## config.mk

```make
export PLATFORM = sky130hd
export DESIGN_NAME = button_events
export DESIGN_NICKNAME = d
export VERILOG_FILES = /design/src/rtl/button_events.sv
export SDC_FILE = /design/constraint.sdc
export NUM_CORES = 1
export LEC_CHECK = 0
export ABC_AREA = 1
export CAP_MARGIN = 20
export CORE_ASPECT_RATIO = 1.1
export CORE_MARGIN = 5
export CORE_UTILIZATION = 32
export CTS_CLUSTER_DIAMETER = 50
export DETAILED_ROUTE_END_ITERATION = 7
export PLACE_DENSITY = 0.5
export SYNTH_ARGS = -nofsm -noshare
export SYNTH_HDL_FRONTEND = slang
export SYNTH_SLANG_ARGS = --single-unit
```

## constraint.sdc

```tcl
create_clock -name clk -period 5.52 [get_ports clk]
set_clock_uncertainty 0.1 [all_clocks]
set_input_delay 1.38 -clock clk [delete_from_list [all_inputs] [get_ports clk]]
set_output_delay 1.38 -clock clk [all_outputs]
set_load 0.05 [all_outputs]
```

## src/rtl/button_events.sv

```systemverilog
// Turns a debounced button level into PRESS / RELEASE / LONG / REPEAT events
// and presents them through a one-entry valid/ready buffer.
module button_events #(
    parameter int unsigned      CNT_W      = 25,
    parameter logic [CNT_W-1:0] CNT_LONG   = 25'd15_000_000,
    parameter logic [CNT_W-1:0] CNT_REPEAT = 25'd3_000_000
) (
    input  logic       clk,
    input  logic       rst,
    input  logic       i_btn,
    input  logic       i_evt_ready,
    output logic       o_evt_valid,
    output logic [1:0] o_evt_code,
    output logic       o_held,
    output logic       o_ovf
);

    typedef enum logic [1:0] {
        ST_IDLE    = 2'd0,
        ST_PRESSED = 2'd1,
        ST_HELD    = 2'd2
    } state_t;

    localparam logic [1:0]       EVT_PRESS   = 2'd0;
    localparam logic [1:0]       EVT_RELEASE = 2'd1;
    localparam logic [1:0]       EVT_LONG    = 2'd2;
    localparam logic [1:0]       EVT_REPEAT  = 2'd3;
    localparam logic [CNT_W-1:0] CNT_ONE     = {{(CNT_W-1){1'b0}}, 1'b1};
    localparam logic [CNT_W-1:0] CNT_ZERO    = {CNT_W{1'b0}};
    localparam logic [CNT_W-1:0] LONG_LAST   = CNT_LONG - CNT_ONE;
    localparam logic [CNT_W-1:0] REPEAT_LAST = CNT_REPEAT - CNT_ONE;

    state_t           r_state;
    logic [CNT_W-1:0] r_cnt;
    logic             r_btn_q;

    state_t           w_state_nxt;
    logic [CNT_W-1:0] w_cnt_nxt;
    logic             w_rise;
    logic             w_fall;
    logic             w_gen;
    logic [1:0]       w_gen_code;
    logic             w_drain;
    logic             w_load;
    logic             w_drop;

    assign w_rise = i_btn & ~r_btn_q;
    assign w_fall = ~i_btn & r_btn_q;

    // Next-state / event decode; a fall always beats a threshold hit.
    always_comb begin
        w_state_nxt = r_state;
        w_cnt_nxt   = r_cnt;
        w_gen       = 1'b0;
        w_gen_code  = EVT_PRESS;
        case (r_state)
            ST_IDLE: begin
                if (w_rise) begin
                    w_gen       = 1'b1;
                    w_gen_code  = EVT_PRESS;
                    w_cnt_nxt   = CNT_ZERO;
                    w_state_nxt = ST_PRESSED;
                end else begin
                    w_state_nxt = ST_IDLE;
                end
            end
            ST_PRESSED: begin
                if (w_fall) begin
                    w_gen       = 1'b1;
                    w_gen_code  = EVT_RELEASE;
                    w_state_nxt = ST_IDLE;
                end else if (r_cnt == LONG_LAST) begin
                    w_gen       = 1'b1;
                    w_gen_code  = EVT_LONG;
                    w_cnt_nxt   = CNT_ZERO;
                    w_state_nxt = ST_HELD;
                end else begin
                    w_cnt_nxt   = r_cnt + CNT_ONE;
                end
            end
            ST_HELD: begin
                if (w_fall) begin
                    w_gen       = 1'b1;
                    w_gen_code  = EVT_RELEASE;
                    w_state_nxt = ST_IDLE;
                end else if (r_cnt == REPEAT_LAST) begin
                    w_gen       = 1'b1;
                    w_gen_code  = EVT_REPEAT;
                    w_cnt_nxt   = CNT_ZERO;
                end else begin
                    w_cnt_nxt   = r_cnt + CNT_ONE;
                end
            end
            default: begin
                w_state_nxt = ST_IDLE;
                w_cnt_nxt   = CNT_ZERO;
            end
        endcase
    end

    // A slot frees up in the same cycle the consumer drains it.
    assign w_drain = o_evt_valid & i_evt_ready;
    assign w_load  = w_gen & (~o_evt_valid | w_drain);
    assign w_drop  = w_gen & ~w_load;

    // State, counter and event buffer registers.
    always_ff @(posedge clk or posedge rst) begin
        if (rst) begin
            r_state     <= ST_IDLE;
            r_cnt       <= CNT_ZERO;
            r_btn_q     <= 1'b0;
            o_held      <= 1'b0;
            o_evt_valid <= 1'b0;
            o_evt_code  <= EVT_PRESS;
            o_ovf       <= 1'b0;
        end else begin
            r_state <= w_state_nxt;
            r_cnt   <= w_cnt_nxt;
            r_btn_q <= i_btn;
            o_held  <= (w_state_nxt != ST_IDLE);
            if (w_load) begin
                o_evt_valid <= 1'b1;
                o_evt_code  <= w_gen_code;
            end else if (w_drain) begin
                o_evt_valid <= 1'b0;
            end else begin
                o_evt_valid <= o_evt_valid;
            end
            if (w_drop) begin
                o_ovf <= 1'b1;
            end else begin
                o_ovf <= o_ovf;
            end
        end
    end

endmodule

```

==> results.json <==
{
  "hold_viol": 0,
  "clk_latency_ns": 0.28,
  "pwr_density_cell_mw_per_mm2": 207,
  "drive_above_1_share_pct": 5.96,
  "layout.cells.most_common": "nand2_1",
  "worst_slack_ns": 2.06,
  "ctsLongestPathBuffers": 2,
  "ant_nets": 0,
  "overflow": 0,
  "grt_pass1_wl_mm": 8.65,
  "maxCapViolations": 0,
  "synthesis.nets": 298,
  "die_area_sq_mm": 0.00820,
  "first_global_vias": 1850,
  "seq_area_frac_synth_pct": 39.8,
  "pin_count": 9,
  "drc_errors": 0,
  "via_per_inst": 4.78,
  "peakVddDrop_uv": 94.7,
  "htree_num_levels": 2,
  "cts_setup_buffers": 0,
  "hold_buffers": 0,
  "synth_seq_cells": 33,
  "grt_util_met3_pct": 2.97,
  "cp-startpoint": "i_btn",
  "synth-compound-area-share_pct": 8.86,
  "port_buffers": 8,
  "first_pass_iters": 4,
  "min_period_ns": 3.46,
  "fin_nets": 310,
  "grt_util_met2_pct": 22.1,
  "end_kind": "flop",
  "root_buffer": "clkbuf_8",
  "gp_congestion": 0.817,
  "synth_cells": 289,
  "cts_made_buffers": 5,
  "rr_endpoint": "r_cnt[6]",
  "maxSlewViolCount": 0,
  "hp-start": "o_ovf",
  "final_cell_mix": "nand2_1 (66), nor2_1 (49), inv_1 (39)",
  "final_area_sq_mm": 0.00231,
  "dp_hpwl_mm": 3.63,
  "stdcell_count": 382,
  "grt_use_met1_pct": 17.4,
  "drt-wirelength-per-cell_microns": 12.5,
  "clock-sinks": 33,
  "synth.mux.area_fraction_pct": 0,
  "slew_headroom_pct": 62.2,
  "diodes": 0,
  "top_usage_layer": "met2",
  "grt_max_degree": 34,
  "hold_path.class": "flop to flop",
  "drtIter0Drc": 70,
  "worst-slew-pin-transition_ns": 0.565,
  "postCtsResizedCells": 0,
  "die_w_microns": 86.8,
  "yosysWarnings": 0,
  "fin_tns_setup_ns": 0,
  "avgSynthCellArea_sq_um": 7.18,
  "cp_max_fo": 14,
  "ys_types": 28,
  "worstSetupEndpoint": "r_cnt[6]",
  "r2r_cells": 9,
  "dp_slack_ns": 1.75,
  "coreArea_sq_mm": 0.00623,
  "syn_to_final_growth_pct": 11.5,
  "p_leak_nw": 1.03,
  "placed_cell_area_sq_mm": 0.00223,
  "worstPathRequired_ns": 5.57,
  "status": "complete, no violations",
  "start_util_pct": 33.3,
  "ff2ff_setup_slack_ns": 2.91,
  "synthSimpleGateAreaFrac_pct": 35.7,
  "synth_fa_ha_area_share_pct": 3.01,
  "num_rows": 30,
  "antenna_found_initial": 0,
  "cts_tree": "done",
  "grt.total_usage_pct": 13.3,
  "synth-xor-area-share_pct": 4.22,
  "wirelength_mm": 4.79,
  "finalCritPeriodShare_pct": 62.7,
  "die_height_microns": 94.5,
  "crit_arrival_ns": 3.51,
  "rsz0062_at_grt": "false",
  "maxClockFrequency_ghz": 0.289,
  "reg2reg_from": "r_state[0]",
  "synth_top_family_by_area": "simple AND/OR/NAND/NOR gates",
  "crit_type": "primary input to flop",
  "holdWs_ns": 0.373,
  "synth_area_sq_mm": 0.00208,
  "path_clk_slew_ns": 0.06,
  "placed_cells": 374,
  "dr_total_vias": 1825,
  "start_kind": "primary input",
  "finalSetupViolCount": 0
}
-- Yosys cell counts --
master	n	area [sq um]
a21oi_1	3	15.0
o31ai_1	1	7.51
buf_4	1	7.51
a21o_4	1	15.0
o21bai_1	2	15.0
o211ai_1	1	7.51
nor2_2	7	43.8
xor2_1	10	87.6
ha_1	5	62.6
nand3_1	29	145
nand2_2	2	12.5
a21oi_4	1	16.3
nor3_1	8	40.0
o21ai_0	11	55.1
nand2_1	66	248
inv_1	39	146
o22ai_1	2	12.5
a21boi_1	1	7.51
nand4_1	6	37.5
buf_2	2	10.0
buf_6	1	11.3
a21boi_0	3	22.5
nor3_2	1	10.0
nor2_1	49	184
nand3b_1	1	7.51
dfrtp_1	33	826
o211a_1	1	10.0
nor4_1	2	12.5
-- power by group --
| group | total, mW | switching (mW) | leakage [nW] | internal, mW |
|---|---|---|---|---|
| sequential | 0.249 | 0.00301 | 0.450 | 0.246 |
| clock | 0.174 | 0.0840 | 0.0395 | 0.0895 |
| combinational | 0.0573 | 0.0421 | 0.537 | 0.0152 |
-- per-stage QoR --
| stage | utilization (%) | power, mW |
|---|---|---|
| final | 37.1 | 0.480 |
| after detailed placement | 35.9 | 0.313 |
| after CTS | 37.1 | 0.490 |
| after floorplan | - | 0.295 |
| after global placement | 35.9 | 0.312 |
| after global routing | 37.1 | 0.504 |
-- routing by layer --
| metal | vias to the layer above | routed length (microns) |
|---|---|---|
| li1 | 945 | - |
| met1 | 858 | 2280 |
| met2 | 17 | 2330 |
| met3 | 5 | 128 |
| met4 | 0 | 55 |
| met5 | - | 0 |
-- registers in the layout, indices dropped and copies added, names as in the netlist --
| register | flops |
|---|---|
| o_ovf | 1 |
| r_cnt | 25 |
| o_evt_valid | 1 |
| r_state | 2 |
| o_evt_code | 2 |
| o_held | 1 |
| r_btn_q | 1 |
-- cells by family (layout without fill, tap and decap cells) --
logic type | count (synthesis) | in the layout
AOI/OAI and AO/OA | 27 | 27
xor gates and xnor gates | 10 | 10
adders and majority gates | 5 | 5
buffers and inverters | 43 | 56
DFF | 33 | 33
and+or+nand+nor | 171 | 171
-- layout make-up --
class	instances	area, sq um
multi-input combinational	213	1070
timing repair buffer	9	87.6
sequential	33	826
clock buffer	8	80.1
inverter	39	146
fill	677	3920
tap	80	100
-- how the worst min path moves through the flow --
stage | to | slack (ns) | depth (start not counted)
3_3_place_gp | o_evt_code[0] | 0.36 | 2
6_report | o_ovf | 0.37 | 1
5_1_grt | o_evt_code[0] | 0.42 | 2
4_1_cts | o_ovf | 0.38 | 1
2_1_floorplan | r_cnt[17] | 0.39 | 2
3_5_place_dp | o_ovf | 0.37 | 1
-- worst max-delay path, stage by stage --
cell             delay (ns)
clkdlybuf4s50_1        0.55
nor2_1                 0.08
o21ai_0                0.10
nand2_1                0.34
inv_1                  0.50
nand2_1                0.19
nor2_1                 0.15
xor2_1                 0.15
nor2_1                 0.06
Power figures use the tool's default switching activity.
==> patch: new RTL, config.mk and constraints unchanged <==
Register the input `i_btn` before use, without a reset. The logic sees it one clock later. The other inputs are not delayed to match.
--- a/src/rtl/button_events.sv
+++ b/src/rtl/button_events.sv
@@ -30,6 +30,12 @@
     localparam logic [CNT_W-1:0] LONG_LAST   = CNT_LONG - CNT_ONE;
     localparam logic [CNT_W-1:0] REPEAT_LAST = CNT_REPEAT - CNT_ONE;
 
+    logic i_btn_q;
+
+    always_ff @(posedge clk) begin
+        i_btn_q <= i_btn;
+    end
+
     state_t           r_state;
     logic [CNT_W-1:0] r_cnt;
     logic             r_btn_q;
@@ -44,8 +50,8 @@
     logic             w_load;
     logic             w_drop;
 
-    assign w_rise = i_btn & ~r_btn_q;
-    assign w_fall = ~i_btn & r_btn_q;
+    assign w_rise = i_btn_q & ~r_btn_q;
+    assign w_fall = ~i_btn_q & r_btn_q;
 
     // Next-state / event decode; a fall always beats a threshold hit.
     always_comb begin
@@ -116,7 +122,7 @@
         end else begin
             r_state <= w_state_nxt;
             r_cnt   <= w_cnt_nxt;
-            r_btn_q <= i_btn;
+            r_btn_q <= i_btn_q;
             o_held  <= (w_state_nxt != ST_IDLE);
             if (w_load) begin
                 o_evt_valid <= 1'b1;
Check against the original RTL: not equivalent (Yosys sat finds a counterexample within 4 cycles, from zero or initial values and one cycle with rst high).
==> patch against the unedited design <==
- global-route usage fell by 0.072 points
- wire length rose by 3.4%
- synthesized area rose by 0.96%
- combinational power fell by 4.7%
- sequential cell count rose by 1
- utilization fell by 1.1 points
- power rose by 2.0%
- cell area rose by 0.97%
- setup slack improved by 0.54 ns
==> patch: results (changes against the unedited design) <==
Synth
  – Syn Nets: 299 (+0.34%)
  – Synth Area in Adders: 0.0299 (-0.000288)
  – Avg Synthesized Cell Area: 7.23 um2 (+0.62%)
  – Mux cell area share after synthesis: 0 (unchanged)
  – Post-synthesis sequential area ratio: 0.404 (+0.00575)
  – Compound-gate portion of the synthesized area: 0.0878 (-0.000846)
  – Xor/xnor share of the synthesized area: 0.0418 (-0.000403)
  – Post-synth ARST share: 0.971 (-0.0294)
  – Synth top area cells: dfrtp_1, nand2_1, nor2_1, inv_1, nand3_1
  – Synth cell types: 29 (+3.6%)

Global route
  – GRT met2 Usage: 0.215 (-0.00570)
  – Overall Global Routing Usage: 0.133 (-0.000724)
  – M1 GR Usage: 0.177 (+0.00294)
  – M3 GR Usage: 0.0262 (-0.00349)
  – Initial antenna violation count: 0 (unchanged)
  – Number of global-route vias before repair: 1,747 (-5.6%)
  – First-pass GRT wire length: 8.51 mm (-1.6%)

Placement
  – Pre-CTS setup slack: 2.91 ns (+1.16 ns)
  – Dpl hpwl: 3.74 mm (+2.8%)
  – Placed cell count: 377 (+0.80%)
  – # port buffers: 8 (unchanged)
  – Final Wtd Congestion: 0.831 (+1.7%)

Routing
  – Vias/cell: 4.68 (-2.1%)
  – Drt wl/cell: 12.9 um (+2.6%)
  – DR iter-0 viols: 95 (+36%)
  – Met3 wire length: 130 um (+1.6%)
  – Metal2 WL: 2.30 mm (-1.3%)
  – Met1 Wirelength: 2.45 mm (+7.6%)

Clock network
  – Post-CTS Resized: 0 (unchanged)
  – Clk pin slew, worst setup/hold paths: 0.07 ns

Setup path
  – Crit path max fanout: 2 (-12)
  – Max incr delay on CP: 0.80 ns (+0.25 ns)
  – Worst reg2reg endpoint: r_cnt[23]$_DFFE_PP0P_
  – Worst Path Arrival: 1.44 ns (-2.07 ns)
  – Crit path max-delay family: buffers and inverters
  – Reg-to-reg slack, setup: 2.95 ns (+0.04 ns)

Cells and area
  – Ant diodes: 0 (unchanged)
  – Nets: 311 (+0.32%)
  – Finished Layout Cells: 385 (+0.79%)
  – Layout cells sized above 1: 0.0594 (-0.000197)

Worst hold path
  – Sink of the worst hold path: r_btn_q$_DFF_PP0_
  – Hold depth: 0 (-1)
  – Hold_sp: i_btn_q$_DFF_P_

Power
  – Leak pwr: 0.00104 uW (+0.80%)
  – Worst IR Drop VDD: 0.102 mV (+7.6%)
  – Int Pwr: 358 uW (+1.9%)

STA
  – Smallest hold slack: 0.303 ns (-0.0703 ns)
  – Worst-Margin Slew: 0.567 ns (+0.00130 ns)

Outcome
  – Status: completed
-- patch: kinds of logic (layout without fill, tap and decap cells) --
logic type | after synthesis | in the layout
adders and majority gates | 5 | 5
and+or+nand+nor | 171 | 171
buffers and inverters | 43 | 56
DFF | 34 | 34
xor gates and xnor gates | 10 | 10
AOI/OAI and AO/OA | 27 | 27
-- patch: worst max path at each step --
stage                         startpoint                        end  slack, ns  cells past startpoint
6_report       o_evt_code[0]$_DFFE_PP0P_              o_evt_code[0]       2.60                      1
4_1_cts        o_evt_code[0]$_DFFE_PP0P_              o_evt_code[0]       2.58                      1
3_3_place_gp   o_evt_code[0]$_DFFE_PP0P_              o_evt_code[0]       2.91                      1
5_1_grt        o_evt_code[1]$_DFFE_PP0P_              o_evt_code[1]       2.54                      1
3_5_place_dp   o_evt_code[0]$_DFFE_PP0P_              o_evt_code[0]       2.91                      1
2_1_floorplan                        rst  o_evt_code[0]$_DFFE_PP0P_       3.32                      1
-- patch: layout make-up --
cell class	count	area, um2
clock buffer	8	80.1
fill	699	4140
inverter	39	146
multi-input combinational	213	1070
sequential	34	846
tap	82	103
timing repair buffer	9	87.6
-- patch: per-stage QoR --
stage | cell area (um2) | utilization
2_1_floorplan | 2100 | -
5_1_grt | 2340 | 0.361
3_5_place_dp | 2260 | 0.348
4_1_cts | 2340 | 0.361
6_report | 2340 | 0.361
3_3_place_gp | 2260 | 0.348
-- patch: power groups by stage --
stage          registers, uW  clock network, uW  logic, uW
3_3_place_gp             261                  0       55.6
2_1_floorplan            271                  0       30.9
5_1_grt                  257                200       60.6
6_report                 257                178       54.6
3_5_place_dp             262                  0       55.9
4_1_cts                  257                186       56.3
